`src/rtl/pixel_packer_pkg.sv`:
```
// Shared constants and types for the pixel packer: frame geometry, field
// widths and the byte handshake state encoding.
package pixel_packer_pkg;

  localparam int WIDTH       = 400;
  localparam int HEIGHT      = 300;
  localparam int NUM_PIXELS  = WIDTH * HEIGHT;
  localparam int PIX_WIDTH   = 4;
  localparam int BYTE_WIDTH  = 2 * PIX_WIDTH;
  localparam int COUNT_WIDTH = 17;

  // Four-phase handshake toward the RP2040.
  typedef enum logic [1:0] {
    IDLE     = 2'd0,
    REQ      = 2'd1,
    WAIT_LOW = 2'd2
  } hs_state_t;

  // First nibble of a pair lands in the low half, second in the high half.
  function automatic logic [BYTE_WIDTH-1:0] pack_pair(
    input logic [PIX_WIDTH-1:0] first_nib,
    input logic [PIX_WIDTH-1:0] second_nib
  );
    return {second_nib, first_nib};
  endfunction

endpackage

```
`src/rtl/pixel_packer_if.sv`:
```
// Pixel stream in, packed byte handshake out, plus frame status.
// master: the packer side; slave: the engine / RP2040 side.
interface pixel_packer_if;
  import pixel_packer_pkg::*;

  logic                   frame_start;
  logic [PIX_WIDTH-1:0]   pix_data;
  logic                   pix_valid;
  logic                   pix_ready;
  logic [BYTE_WIDTH-1:0]  byte_data;
  logic                   byte_req;
  logic                   byte_ack;
  logic [COUNT_WIDTH-1:0] pix_count;
  logic                   frame_done;

  modport master (
    input  frame_start, pix_data, pix_valid, byte_ack,
    output pix_ready, byte_data, byte_req, pix_count, frame_done
  );

  modport slave (
    output frame_start, pix_data, pix_valid, byte_ack,
    input  pix_ready, byte_data, byte_req, pix_count, frame_done
  );

endinterface

```
`src/rtl/byte_fifo.sv`:
```
// Small synchronous FIFO with registered full/empty flags and a synchronous
// clear. Pointers wrap naturally because DEPTH is a power of two.
module byte_fifo #(
  parameter int DEPTH = 4,
  parameter int WIDTH = 8
) (
  input  logic             clk,
  input  logic             rst,
  input  logic             clear,
  input  logic             push,
  input  logic [WIDTH-1:0] wdata,
  input  logic             pop,
  output logic [WIDTH-1:0] rdata,
  output logic             full,
  output logic             empty
);

  localparam int PTR_W = $clog2(DEPTH);
  localparam int CNT_W = $clog2(DEPTH + 1);

  logic [WIDTH-1:0] mem [DEPTH];
  logic [PTR_W-1:0] wr_ptr;
  logic [PTR_W-1:0] rd_ptr;
  logic [CNT_W-1:0] count;
  logic [CNT_W-1:0] count_nxt;
  logic             do_push;
  logic             do_pop;

  assign do_push = push && !full;
  assign do_pop  = pop && !empty;
  assign rdata   = mem[rd_ptr];

  // Next occupancy; a simultaneous push and pop leaves it unchanged.
  always_comb begin
    // NOTE: assign a default before any branch so no path leaves the
    // variable unassigned, which would otherwise infer a latch.
    count_nxt = count;
    if (do_push && !do_pop) count_nxt = count + 1'b1;
    else if (do_pop && !do_push) count_nxt = count - 1'b1;
  end

  // Pointers, occupancy and the registered flags.
  always_ff @(posedge clk) begin
    // NOTE: sequential state uses non-blocking assignments so every flop
    // samples pre-edge values regardless of statement order.
    if (rst || clear) begin
      wr_ptr <= '0;
      rd_ptr <= '0;
      count  <= '0;
      full   <= 1'b0;
      empty  <= 1'b1;
    end else begin
      if (do_push) wr_ptr <= wr_ptr + 1'b1;
      if (do_pop)  rd_ptr <= rd_ptr + 1'b1;
      count <= count_nxt;
      full  <= (count_nxt == CNT_W'(DEPTH));
      empty <= (count_nxt == '0);
    end
  end

  // Storage array written on push.
  always_ff @(posedge clk) begin
    // NOTE: the storage is deliberately not reset; the pointers and flags
    // already mark every entry invalid, and unreset arrays map to RAM.
    if (do_push) mem[wr_ptr] <= wdata;
  end

endmodule

```
`src/rtl/pixel_packer.sv`:
```
// Packs pairs of 4-bit pixels into bytes, buffers them in a small FIFO and
// hands each byte to the RP2040 over a four-phase req/ack handshake.
module pixel_packer #(
  parameter int NUM_PIXELS = pixel_packer_pkg::NUM_PIXELS,
  parameter int FIFO_DEPTH = 4
) (
  input  logic           clk,
  input  logic           rst,
  pixel_packer_if.master bus
);
  import pixel_packer_pkg::*;

  localparam logic [COUNT_WIDTH-1:0] PIX_MAX   = COUNT_WIDTH'(NUM_PIXELS);
  localparam bit                     ODD_FRAME = (NUM_PIXELS % 2) == 1;

  // Synchronizer for the asynchronous acknowledge.
  logic ack_meta;
  logic ack_s;

  // Packing state.
  logic                   phase;
  logic [PIX_WIDTH-1:0]   low_nib;
  logic [COUNT_WIDTH-1:0] pix_count;
  logic                   pix_ready;
  logic                   accept;
  logic                   frame_full;
  logic                   pair_push;
  logic                   tail_push;

  // FIFO connections.
  logic                  fifo_push;
  logic                  fifo_pop;
  logic [BYTE_WIDTH-1:0] fifo_wdata;
  logic [BYTE_WIDTH-1:0] fifo_rdata;
  logic                  fifo_full;
  logic                  fifo_empty;

  // Handshake FSM state and registered outputs.
  hs_state_t             state;
  logic                  byte_req;
  logic [BYTE_WIDTH-1:0] byte_data;
  logic                  frame_done;

  // Ready is withheld when the second nibble would hit a full FIFO; the
  // flag is registered, so a pop in the same cycle does not help.
  assign frame_full = (pix_count == PIX_MAX);
  assign pix_ready  = !rst && !(phase && fifo_full) && (pix_count < PIX_MAX)
                      && !bus.frame_start;
  assign accept     = bus.pix_valid && pix_ready;

  // A pair completes on the second accepted nibble; a lone final nibble of
  // an odd frame is flushed as soon as there is room.
  assign pair_push  = accept && phase;
  assign tail_push  = ODD_FRAME && phase && frame_full && !fifo_full
                      && !bus.frame_start;
  assign fifo_push  = pair_push || tail_push;
  assign fifo_wdata = pair_push ? pack_pair(low_nib, bus.pix_data)
                                : pack_pair(low_nib, {PIX_WIDTH{1'b0}});
  assign fifo_pop   = (state == REQ) && ack_s && !bus.frame_start;

  byte_fifo #(
    .DEPTH (FIFO_DEPTH),
    .WIDTH (BYTE_WIDTH)
  ) u_fifo (
    .clk   (clk),
    .rst   (rst),
    .clear (bus.frame_start),
    .push  (fifo_push),
    .wdata (fifo_wdata),
    .pop   (fifo_pop),
    .rdata (fifo_rdata),
    .full  (fifo_full),
    .empty (fifo_empty)
  );

  // Two-flop synchronizer on byte_ack.
  always_ff @(posedge clk) begin
    if (rst) begin
      ack_meta <= 1'b0;
      ack_s    <= 1'b0;
    end else begin
      ack_meta <= bus.byte_ack;
      ack_s    <= ack_meta;
    end
  end

  // Nibble pairing and the saturating per-frame pixel counter.
  always_ff @(posedge clk) begin
    if (rst) begin
      phase     <= 1'b0;
      low_nib   <= '0;
      pix_count <= '0;
    end else if (bus.frame_start) begin
      phase     <= 1'b0;
      pix_count <= '0;
    end else if (accept) begin
      pix_count <= pix_count + 1'b1;
      phase     <= !phase;
      if (!phase) low_nib <= bus.pix_data;
    end else if (tail_push) begin
      phase <= 1'b0;
    end
  end

  // Four-phase handshake FSM; a restart abandons the in-flight byte but
  // still waits for the acknowledge to return low before the next request.
  always_ff @(posedge clk) begin
    if (rst) begin
      state      <= IDLE;
      byte_req   <= 1'b0;
      byte_data  <= '0;
      frame_done <= 1'b0;
    end else if (bus.frame_start) begin
      frame_done <= 1'b0;
      byte_req   <= 1'b0;
      if (state == REQ) state <= WAIT_LOW;
    end else begin
      case (state)
        IDLE: begin
          if (!fifo_empty) begin
            byte_data <= fifo_rdata;
            byte_req  <= 1'b1;
            state     <= REQ;
          end
        end
        REQ: begin
          if (ack_s) begin
            byte_req <= 1'b0;
            state    <= WAIT_LOW;
          end
        end
        WAIT_LOW: begin
          if (!ack_s) begin
            state <= IDLE;
            if (frame_full && fifo_empty && !phase) frame_done <= 1'b1;
          end
        end
        default: begin
          state    <= IDLE;
          byte_req <= 1'b0;
        end
      endcase
    end
  end

  assign bus.pix_ready  = pix_ready;
  assign bus.byte_data  = byte_data;
  assign bus.byte_req   = byte_req;
  assign bus.pix_count  = pix_count;
  assign bus.frame_done = frame_done;

endmodule

```
`src/flat_wrapper.sv`:
```
// flat-port wrapper written by rule: the top's interface ports become plain ports
module pixel_packer_flat import pixel_packer_pkg::*;
#(
  parameter int NUM_PIXELS = pixel_packer_pkg::NUM_PIXELS,
  parameter int FIFO_DEPTH = 4
)
  (clk, rst, bus_frame_start, bus_pix_data, bus_pix_valid, bus_byte_ack, bus_pix_ready, bus_byte_data, bus_byte_req, bus_pix_count, bus_frame_done);
  pixel_packer_if bus_i ();
  input  logic clk;
  input  logic rst;
  input wire logic [$bits(bus_i.frame_start)-1:0] bus_frame_start;
  input wire logic [$bits(bus_i.pix_data)-1:0] bus_pix_data;
  input wire logic [$bits(bus_i.pix_valid)-1:0] bus_pix_valid;
  input wire logic [$bits(bus_i.byte_ack)-1:0] bus_byte_ack;
  output wire logic [$bits(bus_i.pix_ready)-1:0] bus_pix_ready;
  output wire logic [$bits(bus_i.byte_data)-1:0] bus_byte_data;
  output wire logic [$bits(bus_i.byte_req)-1:0] bus_byte_req;
  output wire logic [$bits(bus_i.pix_count)-1:0] bus_pix_count;
  output wire logic [$bits(bus_i.frame_done)-1:0] bus_frame_done;
  assign bus_i.frame_start = bus_frame_start;
  assign bus_i.pix_data = bus_pix_data;
  assign bus_i.pix_valid = bus_pix_valid;
  assign bus_i.byte_ack = bus_byte_ack;
  assign bus_pix_ready = bus_i.pix_ready;
  assign bus_byte_data = bus_i.byte_data;
  assign bus_byte_req = bus_i.byte_req;
  assign bus_pix_count = bus_i.pix_count;
  assign bus_frame_done = bus_i.frame_done;
  pixel_packer #(.NUM_PIXELS(NUM_PIXELS), .FIFO_DEPTH(FIFO_DEPTH)) u_core (.clk(clk), .rst(rst), .bus(bus_i));
endmodule
```
`config.mk`:
```
export PLATFORM = sky130hd
export DESIGN_NAME = pixel_packer_flat
export DESIGN_NICKNAME = d
export VERILOG_FILES = /design/src/rtl/pixel_packer_pkg.sv /design/src/rtl/pixel_packer_if.sv /design/src/rtl/byte_fifo.sv /design/src/rtl/pixel_packer.sv /design/src/flat_wrapper.sv
export SDC_FILE = /design/constraint.sdc
export NUM_CORES = 1
export LEC_CHECK = 0
export CAP_MARGIN = 5
export CELL_PAD_IN_SITES_DETAIL_PLACEMENT = 1
export CELL_PAD_IN_SITES_GLOBAL_PLACEMENT = 2
export CORE_UTILIZATION = 40
export CTS_BUF_LIST = sky130_fd_sc_hd__clkbuf_4
export DETAILED_ROUTE_END_ITERATION = 12
export PLACE_DENSITY = 0.87
export REMOVE_ABC_BUFFERS = 1
export SETUP_SLACK_MARGIN = 0.1
export SYNTH_ARGS = -nofsm -noshare
export SYNTH_HDL_FRONTEND = slang
export SYNTH_SLANG_ARGS = --single-unit
export TNS_END_PERCENT = 50
```
`constraint.sdc`:
```
create_clock -name clk -period 5.4 [get_ports clk]
set_input_delay 0.54 -clock clk [delete_from_list [all_inputs] [get_ports clk]]
set_output_delay 0.54 -clock clk [all_outputs]
set_load 0.01 [all_outputs]
```
==> results of run 1 <==
per-layer routing:
layer | GRT usage [%] | share of wire (%)
met1 | 26.7 | 50
met2 | 30.5 | 46
met3 | 4.68 | 2.5
met4 | 6.54 | 1.0
met5 | 0 | 0
final cells by class:
class / count / area (um2) / share of cell area, %
flip-flops and latches: 77 / 1860 / 48.2
clock inverters: 6 / 45.0 / 1.17
clock buffers: 10 / 75.1 / 1.94
inverters: 12 / 45.0 / 1.17
well taps: 102 / 128 / 3.30
multi-input cells: 184 / 1330 / 34.5
repair buffers: 38 / 375 / 9.72
metrics by stage:
step | cells | utilization [%] | power (mW) | setup WS, ps
after CTS | 429 | 49.2 | 0.971 | 2430
after detailed placement | 413 | 47.7 | 0.655 | 2220
after global routing | 429 | 49.2 | 0.997 | 2360
after floorplan | 273 | - | 0.635 | 3160
after global placement | 413 | 47.7 | 0.653 | 2350
final | 429 | 49.2 | 0.964 | 2460
synthesized netlist by cell type (2+ instances only):
cell                       count  area (um2)
sky130_fd_sc_hd__a21oi_1       7        35.0
sky130_fd_sc_hd__a31oi_1       3        18.8
sky130_fd_sc_hd__and2_1       10        62.6
sky130_fd_sc_hd__and3_1        2        12.5
sky130_fd_sc_hd__buf_2         6        30.0
sky130_fd_sc_hd__clkbuf_1      8        30.0
sky130_fd_sc_hd__dfxtp_1      45         901
sky130_fd_sc_hd__edfxtp_1     32         961
sky130_fd_sc_hd__ha_1          8         100
sky130_fd_sc_hd__inv_1        12        45.0
sky130_fd_sc_hd__mux2i_1      11         110
sky130_fd_sc_hd__mux4_2        8         180
sky130_fd_sc_hd__nand2_1      24        90.1
sky130_fd_sc_hd__nand3_1      10        50.1
sky130_fd_sc_hd__nor2_1       34         128
sky130_fd_sc_hd__nor2_2        2        12.5
sky130_fd_sc_hd__nor2b_1       2        12.5
sky130_fd_sc_hd__nor3_1        9        45.0
sky130_fd_sc_hd__nor3b_1       2        15.0
sky130_fd_sc_hd__nor4_1        4        25.0
sky130_fd_sc_hd__nor4_2        4        50.1
sky130_fd_sc_hd__o211ai_1      2        15.0
sky130_fd_sc_hd__o21a_1        2        15.0
sky130_fd_sc_hd__o21ai_0       3        15.0
sky130_fd_sc_hd__o21ai_1       2        10.0
sky130_fd_sc_hd__o31ai_1       2        15.0
sky130_fd_sc_hd__or3_1         2        12.5
sky130_fd_sc_hd__xnor2_1      14         123
sky130_fd_sc_hd__xor2_1        2        17.5
worst max-delay path: cells and delay by family:
family	cells	cell delay, ps
simple gates	2	690
buf+inv	3	1160
cell families (layout without fill, tap and decap cells):
kind of cell | after synthesis | after routing | share of synthesized area [%]
compound gates | 29 | 29 | 6.67
xor+xnor | 16 | 16 | 4.24
fa+ha+maj | 8 | 8 | 3.03
buf+inv | 27 | 66 | 3.41
flops | 77 | 77 | 56.4
mux | 19 | 19 | 8.79
simple gates | 112 | 112 | 17.5
worst max path at each step:
stage | cells after the start | slack (ps) | end
3_3_place_gp | 6 | 2350 | u_core.u_fifo.mem[0][5]
4_1_cts | 5 | 2430 | bus_pix_ready
6_report | 5 | 2460 | bus_pix_ready
5_1_grt | 5 | 2360 | bus_pix_ready
2_1_floorplan | 3 | 3160 | u_core.bus.byte_data[0]
3_5_place_dp | 8 | 2220 | u_core.u_fifo.full
cell usage in the layout, fill, tap and decap left out, drive strengths merged, types with 2 or more instances in the layout:
cell           count
clkinv             2
edfxtp            32
mux2i             11
nor3              10
dfxtp             45
a21oi              8
a31oi              3
o21a               2
ha                 8
clkdlybuf4s50     36
and2              10
xnor2             14
nand3             10
clkbuf            10
nor4               8
or3                2
nor3b              3
mux4               8
clkinvlp           2
or2                2
o31ai              2
and3               2
o211ai             2
xor2               2
inv               14
nand2             24
o21ai              6
nor2              36
nor2b              2
buf                2
sequential cells by signal (all words and copies together) (netlist names), 2 cells and up:
name                  count
u_core.state              2
u_core.low_nib            4
u_core.u_fifo.wr_ptr      2
u_core.u_fifo.count       3
u_core.bus.byte_data      8
u_core.u_fifo.rd_ptr      2
u_core.bus.pix_count     17
u_core.u_fifo.mem        32
power groups by stage:
stage | clock [mW] | sequential [mW] | combinational, mW
6_report | 0.322 | 0.610 | 0.0310
5_1_grt | 0.352 | 0.611 | 0.0343
4_1_cts | 0.329 | 0.611 | 0.0315
3_5_place_dp | 0 | 0.623 | 0.0311
3_3_place_gp | 0 | 0.623 | 0.0301
2_1_floorplan | 0 | 0.622 | 0.0133
==> results, run 1 <==
- For this run, design rule violations remaining after detail routing come to 0.
- The switching part of the total is roughly a quarter.
- At the later pin of the worst-skew pair, clock insertion delay measures 430 ps.
- The worst hold path endpoint is u_core.ack_s.
- Across every metal layer, demand over resource in global routing totals 19.6%.
- 0 antenna diodes ended up in the layout.
- STA classifies the critical path startpoint as a primary input.
- The average instance in the mapped netlist occupies 11.5 um2.
- For the pin with the worst max-slew slack, the measured transition is a little over 600 ps.
- In the final timing run, aggregate negative setup slack is 0 ps.
- The total number of yosys warnings is 0.
- The internal cell power is 0.721 mW.
- The number of max-capacitance violations reported is 0.
- The final critical delay including setup and external delays is between 2000 and 3000 ps.
- The number of cells on the worst reg-to-reg path is 6.
- Setup repair after global routing left no endpoint under its margin.
- The largest voltage drop on the vdd net is 0.0965 mV.
- The post-synthesis cell area is 0.00330 mm2.
- The summed area of non-filler cells in the final layout is just under 0.004 mm2.
- The clock root buffer is sky130_fd_sc_hd__clkbuf_4.
- The critical path data required time is 4860 ps.
- TritonCTS built the clock tree.
- The reg-to-reg startpoint is u_core.bus.pix_count[7].
- The cell depth of the worst hold path is 1.
- Counting every sink on the clock net gives a little under 80.
- The fill cell instance count of the final layout is 889.
- The placer's final routability congestion estimate is 0.745.
- STA classifies the critical path endpoint as an output port.
- Across all register-to-register paths, the minimum setup slack is 2950 ps.
- For this configuration, the core starts out at a cell density of 42.1%.
- The final number of max-transition violations is 0.
- The antenna violation net count after detailed routing is 0.
- Hold timing on the final database bottoms out at a slack of 464 ps.
- After floorplanning, the core was divided into 32 placement rows.
- The signal on the critical path passes through clkdlybuf4s50_1 > buf_4 > or2_2 > nor2_1 > clkdlybuf4s50_1.
- The clock network accounts for between 30% and 40% of the total power.
- Detailed placement ended at an HPWL of 5.45 mm.
- The dominant cell type by count on the critical path is sky130_fd_sc_hd__clkdlybuf4s50_1.
- The floorplan step defined a die boundary enclosing between 0.008 and 0.009 mm2.
- Of the total power, registers draw 63.3%.
- The number of input and output port buffers inserted is 36.
- Across all layers, the routed design uses 2240 vias.
- Dividing the final minimum period by the clock period gives 54.5%.
- The remaining global-route overflow is 0.
- The share of flip-flops with an asynchronous set or reset is 0%.
- The final-report hold violation count was 0.
- The most used flip-flop cell after synthesis is sky130_fd_sc_hd__dfxtp_1.
- The total detailed-routing wirelength is 7.71 mm.
- After technology mapping, the gate count stands at roughly 290.
- The post-detailed-route wirelength per cell is 18.0 um.
- Derived from the worst setup path, the maximum achievable clock frequency is between 0.3 and 0.4 GHz.
- The ratio of total power to cell area is 249 mW/mm2.
- The worst-case clock skew is 23.6 ps.
- For the worst setup path, the data arrival time is 2400 ps.
- The total cell area at the placement stage is 0.00374 mm2.
- Counting flops and latches in the post-synthesis netlist gives 77.
- The run finished with clean final reports.
- Of the synthesized area, sequential elements account for 56.4%.
- The critical-path maximum fanout is 23.
- The area inside the core boundary is 0.00785 mm2.
- In this run the post-CTS setup repair buffer count came out at 0.
- In the final design database the tool counted ~340 nets.
- The largest net degree at the start of global routing is 24.
- The initial antenna violation count is 0.
- The delay of the slowest critical-path stage is 540 ps.
- The startpoint of the worst setup timing path is rst.
- The wire length of the first global-routing pass is 12.6 mm.
- Synthesis instantiated 45 different standard cells from the library.
- In the final layout, the share of cells above drive strength 1 is 11.9%.
- The worst hold path startpoint is u_core.ack_meta.
- The number of endpoints failing setup at the final stage is 0.
- Counting flops with a built-in enable in the synthesized netlist gives 32.
- The post-cts resize count is 0.
- Among all stages on the critical path, the largest delay is contributed by sky130_fd_sc_hd__clkdlybuf4s50_1.
- For this design the top-level I/O count stands at 37.
- CTS built an H-tree with a depth of 3.
- The total CTS buffers is 9.
- In this run, the combinational gates consume 3.2% of the power.
- The number of global-route vias before repair is between 2000 and 2500.
- The number of DRC violations after detailed-routing iteration 0 is 102.
- The first detailed-routing pass took 4 iterations.
- The maximum clock insertion buffer count is 2.
- Using the TritonRoute via totals, the vias-per-cell ratio works out to about 5.2.
- The power dissipated by switching net loads is approximately 0.24 mW.
- Clock-pin slew was measured on the worst setup and hold paths at 130 ps.
- The count of hold-fix buffers inserted at cts is 0.
- The critical setup path kind is in2out.
- In this run the critical register-to-register path is captured at u_core.u_fifo.full.
- The vertical die dimension is roughly 93 um.
- The analysis attributes to cell leakage a power of 1.23 nW.
- The area overhead of the layout relative to synthesis is 17.0%.
- The overall die width is roughly 93 um.
- The type of the most critical hold path is reg2reg.
- Measured against its own limit, the worst slew margin works out to about three fifths.
Power figures use the tool's default switching activity.
==> inputs of run 2 (changes only) <==
--- a/config.mk
+++ b/config.mk
@@ -8,10 +8,10 @@
 export CAP_MARGIN = 5
 export CELL_PAD_IN_SITES_DETAIL_PLACEMENT = 1
 export CELL_PAD_IN_SITES_GLOBAL_PLACEMENT = 2
-export CORE_UTILIZATION = 40
+export CORE_UTILIZATION = 39
 export CTS_BUF_LIST = sky130_fd_sc_hd__clkbuf_4
 export DETAILED_ROUTE_END_ITERATION = 12
-export PLACE_DENSITY = 0.87
+export PLACE_DENSITY = 0.85
 export REMOVE_ABC_BUFFERS = 1
 export SETUP_SLACK_MARGIN = 0.1
 export SYNTH_ARGS = -nofsm -noshare
==> constraint.sdc (replaced) <==
create_clock -name clk -period 2.9 [get_ports clk]
set_input_delay 0.29 -clock clk [delete_from_list [all_inputs] [get_ports clk]]
set_output_delay 0.29 -clock clk [all_outputs]
set_load 0.01 [all_outputs]
==> run 2 against run 1 <==
Against the previous run:
- non-clock buffer count is 3 higher
- first-iteration DRC count is 22% lower
- clock power is 96% higher
- sequential power is 87% higher
- cell count is 1.4% higher
- register-to-register slack worse by 2300 ps
- via count is 1.7% lower
- critical path depth stayed put
- worst hold slack worse by 39 ps
- die area is 2.5% higher
==> results, run 2 (same netlist as run 1, synthesis figures left out) <==
- The critical path data required time is 2610 ps (-2250 ps).
- The worst-case clock skew is 16.9 ps (-6.70 ps).
- The number of DRC violations after detailed-routing iteration 0 was 80 (-22%).
- The clock insertion delay at the later pin of the skew report came to 440 ps (about the same).
- The number of max-capacitance violations reported came to 0 (unchanged).
- The number of global-route vias before repair is 2242 (-5.5%).
- The detailed-route DRC error count came to 0 (unchanged).
- The global routing usage summed across all routing layers is 18.1% (-1.5 points).
- The maximum clock insertion buffer count is 2 (unchanged).
- The worst slack at placement is 545 ps (-1670 ps).
- The post-detailed-route wirelength per cell is 16.8 um (-6.8%).
- The final setup slack of the worst path came to 257 ps (-2200 ps).
- The summed area of non-filler cells in the final layout came to 0.00390 mm2 (+0.94%).
- In the layout the commonest cells are 45 x sky130_fd_sc_hd__dfxtp_1, 36 x sky130_fd_sc_hd__clkdlybuf4s50_1, 34 x sky130_fd_sc_hd__nor2_1.
- The number of H-tree branching levels is 3 (unchanged).
- STA classifies the critical path startpoint as a register.
- The post-cts resize count was 0 (unchanged).
- The combined area of the multi-input logic cells was 0.00133 mm2 (unchanged).
- The final-report hold violation count is 0 (unchanged).
- The final critical path takes up a little over 90% of the cycle.
- The area inside the core boundary is 0.00822 mm2 (+4.7%).
- u_core.u_fifo.mem holds more flip-flops than any other register.
- The total CTS buffers is 9 (unchanged).
- The final number of max-transition violations is 0 (unchanged).
- Compared with the post-synthesis result, the final layout area differs by 18.1%.
- The total detailed-routing wirelength is 7.29 mm (-5.5%).
- The total cell area at the placement stage is 0.00377 mm2 (+0.70%).
- In the final layout, the registers with the most flip-flops are u_core.u_fifo.mem x32, u_core.bus.pix_count x17, u_core.bus.byte_data x8.
- The delay of the slowest critical-path stage is 560 ps (+20 ps).
- The global routing usage on met1 was 25.4% (-1.3 points).
- The largest voltage drop on the vdd net is 0.203 mV (+110%).
- The sum of negative setup slack is 0 ps (unchanged).
- The number of nets in the finished design is 342 (+0.88%).
- The critical setup path kind is reg2out.
- The count of hold-fix buffers inserted at cts was 0 (unchanged).
- The worst hold path belongs to the class in2reg.
- The worst slew margin relative to its limit is 59.0% (+0.31 points).
- The wire length of the first global-routing pass came to 11.7 mm (-7.3%).
- TritonCTS built the clock tree.
- The number of post-CTS setup repair buffers is 0 (unchanged).
- The flip-flop count of the largest register after layout is 32 (unchanged).
- The antenna violation net count after detailed routing is 0 (unchanged).
- The number of input and output port buffers inserted is 36 (unchanged).
- The cell type of the slowest stage on the worst timing path is sky130_fd_sc_hd__clkdlybuf4s50_1.
- The flip-flop and latch area is 0.00186 mm2 (unchanged).
- The clock edge transition at the registers on the reported setup and hold paths is 130 ps (about the same).
- The critical path capture point type is an output port.
- The fill cell instance count of the final layout is 882 (-0.79%).
- The total number of placement rows is 33 (+3.1%).
- The number of clock sinks is 77 (unchanged).
- The vias per cell is 5.06 (-3.1%).
- The largest net degree at the start of global routing came to 23 (-4.2%).
- The number of vias after detailed routing is 2202 (-1.7%).
- The number of antenna cells inserted came to 0 (unchanged).
- The actual transition at the worst max-transition pin is 614 ps (-4.72 ps).
- The vertical die dimension is 94.0 um (+1.2%).
- Counting I/O delays and the setup requirement, the final critical path takes 2640 ps.
- The commonest non-fill, non-tap cell in the layout is sky130_fd_sc_hd__dfxtp_1.
- The critical-path maximum fanout came to 8 (-65%).
- The ratio of total power to cell area is 469 mW/mm2 (+88%).
- The starting utilization of the core area is 40.2% (-1.9 points).
- The initial antenna violation count is 0 (unchanged).
- The number of detailed-routing iterations run before antenna repair is 4 (unchanged).
- The flow ran to the end, and the final reports show no timing, DRC or antenna violations.
- The arrival time reported for the critical path endpoint was 2350 ps (-50 ps).
- The placer's final routability congestion estimate is 0.755 (+1.3%).
- The final standard cell count with taps included and fillers excluded is 435 (+1.4%).
- The met2 track utilization from global routing is 26.7% (-3.8 points).
- The die area is 0.00884 mm2 (+2.5%).
- The number of ports placed on the die boundary is 37 (unchanged).
- The number of endpoints failing setup at the final stage is 0 (unchanged).
- Setup repair after global routing left no endpoint under its margin.
- The cell total after placement was 419 (+1.5%).
- The maximum clock frequency is about 0.38 GHz.
- The met3 demand-to-capacity share in global routing was 3.88% (-0.80 points).
- The root buffer cell chosen for the clock tree is sky130_fd_sc_hd__clkbuf_4.
- The overall die width was 94.0 um (+1.2%).
- The remaining global-route overflow is 0 (unchanged).
- The share of layout cells above drive strength 1 was 13.0% (+1.1 points).
- The half-perimeter wire length of the detailed placement result is 5.36 mm (-1.7%).
- The routing layer with the top usage in global route is met2.
- Traced cell by cell, the critical path runs through a2111o_1 > a21oi_4 > o21ai_2 > nor2_1 > clkdlybuf4s50_1.
- The cell leakage power is 1.26 nW (+2.0%).
==> run 2: path summary, 6_finish.rpt <==
| check | start | cells after the start | endpoint | slack [ps] |
|---|---|---|---|---|
| hold reg to reg | u_core.ack_meta | 1 | u_core.ack_s | 450 |
| hold / removal | bus_byte_ack | 2 | u_core.ack_meta | 430 |
| setup reg to reg | u_core.bus.pix_count[7] | 4 | u_core.u_fifo.mem[3][7] | 690 |
| setup / recovery | u_core.bus.pix_count[7] | 5 | bus_pix_ready | 260 |
==> run 2: metal layers <==
layer	up-vias	share of wire (%)
met4	0	1.6
met1	1071	52
met3	7	2.9
met2	32	44
li1	1092	-
met5	-	0
==> run 2: cell type report <==
| cell class | count | share of cell area, % |
|---|---|---|
| sequential | 77 | 47.7 |
| clock buffer | 9 | 1.73 |
| timing repair buffer | 41 | 10.2 |
| multi-input combinational | 184 | 34.2 |
| clock inverter | 7 | 1.60 |
| tap | 105 | 3.37 |
| inverter | 12 | 1.15 |
==> run 2: stage by stage <==
stage / power [mW] / hold WS, ps / utilization, %
2_1_floorplan: 1.18 / 359 / -
3_3_place_gp: 1.22 / 430 / 45.9
3_5_place_dp: 1.22 / 425 / 45.9
4_1_cts: 1.85 / 406 / 47.5
5_1_grt: 1.90 / 404 / 47.5
6_report: 1.83 / 425 / 47.5
==> run 2: critical path: cells and delay by family (launching register included) <==
kind / cells / cell delay, ps
buffers and inverters: 1 / 560
and+or+nand+nor: 1 / 160
DFF: 1 / 370
AOI/OAI and AO/OA: 3 / 830
==> run 2: report_power, final <==
| group | switching [mW] | internal, mW |
|---|---|---|
| sequential | 0.00832 | 1.13 |
| combinational | 0.0336 | 0.0266 |
| clock | 0.435 | 0.197 |
